File: config.mk
export PLATFORM = sky130hd
export DESIGN_NAME = lsq_seq_ctrl
export DESIGN_NICKNAME = d
export VERILOG_FILES = /design/src/rtl/lsq_pkg.sv /design/src/rtl/lsq_addr_cnt.sv /design/src/rtl/lsq_seq_ctrl.sv
export SDC_FILE = /design/constraint.sdc
export NUM_CORES = 1
export LEC_CHECK = 0
export BUFFER_PORTS_ARGS = -buffer_cell sky130_fd_sc_hd__buf_2
export CORE_MARGIN = 1.5
export CORE_UTILIZATION = 35
export CTS_CLUSTER_SIZE = 25
export DETAILED_ROUTE_END_ITERATION = 8
export GPL_ROUTABILITY_DRIVEN = 1
export HOLD_SLACK_MARGIN = 0.1
export PLACE_DENSITY = 0.54
export SLEW_MARGIN = 15
export SYNTH_ARGS = -nofsm -noshare
export SYNTH_HDL_FRONTEND = slang
export SYNTH_SLANG_ARGS = --single-unit
File: constraint.sdc
create_clock -name clk -period 3 [get_ports clk]
set_input_delay 0 -clock clk [delete_from_list [all_inputs] [get_ports clk]]
set_output_delay 0 -clock clk [all_outputs]
set_load 0.005 [all_outputs]
File: src/rtl/lsq_pkg.sv
// Shared definitions for the least-squares regression sequencer and accumulators.
// Holds the sequencer state type and the default block geometry.
package lsq_pkg;

    typedef enum logic [2:0] {
        ST_IDLE,
        ST_CLEAR,
        ST_ACCUM,
        ST_DRAIN,
        ST_INVERT,
        ST_SOLVE
    } lsq_state_t;

    localparam int unsigned LSQ_N_SAMPLES   = 1024;
    localparam int unsigned LSQ_ADDR_W      = 10;
    localparam int unsigned LSQ_INV_TIMEOUT = 64;

endpackage

File: src/rtl/lsq_addr_cnt.sv
// Sample-buffer address counter: load-zero, increment, and terminal count at N_SAMPLES-1.
// The terminal compare is against N_SAMPLES-1, so a full 2^ADDR_W pass never relies on overflow.
module lsq_addr_cnt
    import lsq_pkg::*;
#(
    parameter int unsigned ADDR_W    = LSQ_ADDR_W,
    parameter int unsigned N_SAMPLES = LSQ_N_SAMPLES
) (
    input  logic              clk,
    input  logic              rst_n,
    input  logic              load,
    input  logic              inc,
    output logic [ADDR_W-1:0] addr,
    output logic              tc
);

    localparam logic [ADDR_W-1:0] LAST_ADDR = ADDR_W'(N_SAMPLES - 1);

    always_ff @(posedge clk or negedge rst_n) begin
        if (!rst_n) begin
            addr <= '0;
        end else if (load) begin
            addr <= '0;
        end else if (inc) begin
            addr <= addr + 1'b1;
        end
    end

    assign tc = (addr == LAST_ADDR);

endmodule

File: src/rtl/lsq_seq_ctrl.sv
// Sequencer streaming samples into the XtX/XtY accumulators, then running the 3x3 inversion.
// Define LSQ_INV_TIMEOUT_EN to bound the inversion wait by INV_TIMEOUT cycles and report err.
module lsq_seq_ctrl
    import lsq_pkg::*;
#(
    parameter int unsigned N_SAMPLES   = LSQ_N_SAMPLES,
    parameter int unsigned ADDR_W      = LSQ_ADDR_W,
    parameter int unsigned INV_TIMEOUT = LSQ_INV_TIMEOUT
) (
    input  logic              clk,
    input  logic              rst_n,
    input  logic              start,
    input  logic              abort,
    output logic              busy,
    output logic              done,
    output logic              err,
    output logic              mem_rd_en,
    output logic [ADDR_W-1:0] mem_addr,
    output logic              acc_clr,
    output logic              acc_en,
    output logic              inv_start,
    input  logic              inv_valid,
    output logic              coef_latch
);

    if (N_SAMPLES < 1 || (2 ** ADDR_W) < N_SAMPLES || INV_TIMEOUT < 1) begin : g_bad_cfg
        $error("lsq_seq_ctrl: invalid N_SAMPLES/ADDR_W/INV_TIMEOUT combination");
    end

    lsq_state_t state, state_nx;
    logic       addr_tc;
    logic       timeout;

    lsq_addr_cnt #(
        .ADDR_W    (ADDR_W),
        .N_SAMPLES (N_SAMPLES)
    ) u_addr_cnt (
        .clk   (clk),
        .rst_n (rst_n),
        .load  (state_nx != ST_ACCUM),
        .inc   (state == ST_ACCUM),
        .addr  (mem_addr),
        .tc    (addr_tc)
    );

`ifdef LSQ_INV_TIMEOUT_EN
    localparam int unsigned TO_W = $clog2(INV_TIMEOUT + 1);
    logic [TO_W-1:0] to_cnt;

    always_ff @(posedge clk or negedge rst_n) begin
        if (!rst_n) begin
            to_cnt <= '0;
        end else if (state != ST_INVERT) begin
            to_cnt <= '0;
        end else begin
            to_cnt <= to_cnt + 1'b1;
        end
    end

    // Fires on the last permitted INVERT cycle; a valid on that same cycle still wins.
    assign timeout = (state == ST_INVERT) && (to_cnt == TO_W'(INV_TIMEOUT - 1));

    always_ff @(posedge clk or negedge rst_n) begin
        if (!rst_n) begin
            err <= 1'b0;
        end else begin
            err <= timeout && !inv_valid && !abort;
        end
    end
`else
    assign timeout = 1'b0;
    assign err     = 1'b0;
`endif

    always_comb begin
        state_nx = state;
        case (state)
            ST_IDLE:   if (start) state_nx = ST_CLEAR;
            ST_CLEAR:  state_nx = ST_ACCUM;
            ST_ACCUM:  if (addr_tc) state_nx = ST_DRAIN;
            ST_DRAIN:  state_nx = ST_INVERT;
            ST_INVERT: begin
                if (inv_valid) begin
                    state_nx = ST_SOLVE;
                end else if (timeout) begin
                    state_nx = ST_IDLE;
                end
            end
            ST_SOLVE:  state_nx = ST_IDLE;
            default:   state_nx = ST_IDLE;
        endcase
        if (abort) begin
            state_nx = ST_IDLE;
        end
    end

    // Outputs are registered from the next state so each one is aligned with its state.
    always_ff @(posedge clk or negedge rst_n) begin
        if (!rst_n) begin
            state      <= ST_IDLE;
            busy       <= 1'b0;
            acc_clr    <= 1'b0;
            mem_rd_en  <= 1'b0;
            acc_en     <= 1'b0;
            inv_start  <= 1'b0;
            done       <= 1'b0;
            coef_latch <= 1'b0;
        end else begin
            state      <= state_nx;
            busy       <= (state_nx != ST_IDLE);
            acc_clr    <= (state_nx == ST_CLEAR);
            mem_rd_en  <= (state_nx == ST_ACCUM);
            acc_en     <= mem_rd_en && !abort;
            inv_start  <= (state_nx == ST_INVERT);
            done       <= (state_nx == ST_SOLVE);
            coef_latch <= (state_nx == ST_SOLVE);
        end
    end

endmodule
==> results.json <==
{
  "status": "finished, final reports clean",
  "antenna_found_initial": 0,
  "wirelength_mm": 2.10,
  "critPathLaunchType": "flop",
  "peakVddDrop_mv": 0.245,
  "fillCellCount": 267,
  "die_area_mm2": 0.00317,
  "cts_sinks": 19,
  "cp_max_fo": 11,
  "synth_top_family_by_area": "simple AND/OR/NAND/NOR gates",
  "hold_path.class": "input port to async pin",
  "ys.flop_type": "dfrtp_1",
  "final_antenna_net_count": 0,
  "postCtsSetupBuffers": 0,
  "drtPass1Iterations": 4,
  "wire_per_inst_um": 14.7,
  "synth_xor_area_share_pct": 1.76,
  "r2r_cells": 4,
  "diodes": 0,
  "synth_area_um2": 996,
  "leakage_nw": 0.511,
  "relSlewSlack_pct": 61.7,
  "critPathTopFamily": "simple AND/OR/NAND/NOR gates",
  "async_flop_share_pct": 100,
  "drive_gt1_share_pct": 33.9,
  "port_buffers": 21,
  "layout_setup_ws_ns": 1.01,
  "finalCriticalPeriod_ns": 1.99,
  "start_util_pct": 36.4,
  "setup_tns_ns": 0,
  "crit_arrival_ns": 2.17,
  "syn_nets": 95,
  "routed_via_density": 5.57,
  "rsz0062_at_grt": "false",
  "die_w_um": 56.3,
  "cp.depth": 4,
  "grt_pass1_vias": 780,
  "setup_violations": 0,
  "crit_buf_inv": 1,
  "htree_levels": 1,
  "synth_area_leaders": "dfrtp_1 (48%), a211oi_1 (4.5%), buf_6 (4.5%)",
  "cp_cell_sequence": "nand4bb_1 -> nor4_2 -> buf_4 -> a211oi_1",
  "finalPower_mw": 0.454,
  "hold_viol_final": 0,
  "synth-seq-area-share_pct": 47.7,
  "drc": 0,
  "worst_setup_path_end_kind": "flop",
  "worst_pin_slew_ns": 0.566,
  "max_freq_mhz": 501,
  "dp_hpwl_mm": 1.45,
  "area_growth_pct": 14.9,
  "clk_path_buf_depth": 2,
  "ys_types": 39,
  "die_y_um": 56.3,
  "yosysTopAreaCellShare_pct": 47.7,
  "slowest_delay_ns": 0.59,
  "syn_avg_cell_area_um2": 11.2,
  "cts_tree": "done",
  "netlist_instances": 89,
  "grt_pass1_wl_mm": 3.68,
  "synth-seq-cells": 19,
  "multi_input_area_um2": 445,
  "post_synth_fa_ha_maj_area_fraction_pct": 1.26,
  "synthSimpleGateAreaFrac_pct": 24.2,
  "synth_top_area_cell": "dfrtp_1",
  "rows": 19,
  "drv_cap": 0,
  "skew_ns": 0.00141,
  "clk_pin_slew_worst_paths_ns": 0.11,
  "grt_max_degree": 20,
  "synth.area.mux_share_pct": 2.01,
  "vias": 796,
  "core_mm2": 0.00273,
  "drtIter0Drc": 20,
  "crit_type": "flop to flop",
  "synth-edff-count": 0,
  "finalCritPeriodShare_pct": 66.5,
  "ys.warnings.count": 0,
  "synth_most_common_cell": "dfrtp_1",
  "insertion_delay_ns": 0.29,
  "post-route-util_pct": 41.9,
  "numCtsBuffers": 3,
  "ios": 23,
  "cts-root-buf": "clkbuf_4",
  "synthTopCellsByCount": "dfrtp_1 (19), a211oi_1 (6)",
  "powerDensity_mw_per_mm2": 397,
  "groute.usage.overall_pct": 14.8,
  "ff_latch_area_um2": 475,
  "crit_required_ns": 3.18,
  "fin_nets": 119,
  "routabilityCongestion": 0.789,
  "grt_overflow": 0,
  "pre_cts_slack_ns": 1.04,
  "slew_violations": 0,
  "synth_compound_area_share_pct": 15.1,
  "cpMaxStageDelayCell": "nor4_2"
}
[power breakdown]
| part | internal, mW | switching (mW) | leakage, nW |
|---|---|---|---|
| Sequential | 0.264 | 0.00797 | 0.261 |
| Combinational | 0.0225 | 0.0280 | 0.232 |
| Clock | 0.0496 | 0.0816 | 0.0177 |
[kinds of logic (layout without fill, tap and decap cells)]
family	Yosys count	after routing
flip-flops	19	19
other	1	1
AND/OR/NAND/NOR	34	34
buffers and inverters	10	33
adder cells (fa/ha/maj)	1	1
XOR/XNOR	2	2
AO/OA/AOI/OAI	20	20
multiplexers	2	2
[sequential cells by signal, indices dropped and copies added (netlist names)]
signal           count
acc_clr              1
acc_en               1
busy                 1
coef_latch           1
inv_start            1
mem_rd_en            1
state                3
u_addr_cnt.addr     10
[layout by cell type (no fill, tap or decap), types with 3 or more instances in the layout]
master | Yosys | routed
buf_2 | 0 | 21
dfrtp_1 | 19 | 19
a211oi_1 | 6 | 6
inv_1 | 4 | 4
a21oi_1 | 4 | 4
nand2_1 | 4 | 4
or2_2 | 3 | 3
nor3_1 | 3 | 3
o31ai_1 | 3 | 3
nand3_1 | 3 | 3
clkbuf_4 | 0 | 3
dlygate4sd3_1 | 0 | 3
[through the flow]
stage          std cells  hold slack (ns)  area [um^2]
4_1_cts              143            0.151         1140
2_1_floorplan         89           -0.296          996
6_report             143            0.157         1140
3_3_place_gp         136          -0.0346         1090
5_1_grt              143            0.173         1140
3_5_place_dp         136          -0.0289         1090
[worst reg2reg max path, cell delays in order, from the launching register on]
cell and delay [ns]:
dfrtp_1 0.51, nand4bb_1 0.47, nor4_2 0.59, buf_4 0.25, a211oi_1 0.06
[layout make-up]
type / instances / share of cell area (%)
flip-flops and latches: 19 / 41.5
inverters: 4 / 1.31
repair buffers: 25 / 12.5
clock buffers: 3 / 1.97
multi-input cells: 60 / 38.9
clock inverters: 1 / 0.437
well taps: 31 / 3.39
[per-layer routing]
| layer | part of all wire [%] | global-route usage [%] |
|---|---|---|
| met5 | 0 | 0 |
| met4 | 0.62 | 5.78 |
| met2 | 47 | 22.7 |
| met3 | 4.7 | 3.23 |
| met1 | 47 | 20.3 |
[final timing paths]
kind	start	to	slack (ns)
worst max-delay path	state[2]	u_addr_cnt.addr[8]	1.01
worst min-delay path	rst_n	u_addr_cnt.addr[5]	0.16
worst max register to register	state[2]	u_addr_cnt.addr[8]	1.01
worst min register to register	mem_rd_en	acc_en	0.52
max in group asynchronous	rst_n	u_addr_cnt.addr[0]	2.53
min in group clk	inv_valid	state[0]	0.16
[repair_timing]
action / 4_1_cts / 5_1_grt
hold buffers: 3 / 0
endpoints found under the hold margin: 25 / 0
gates resized for setup: 0 / 0
No activity file was read; power rests on OpenSTA's default activity.
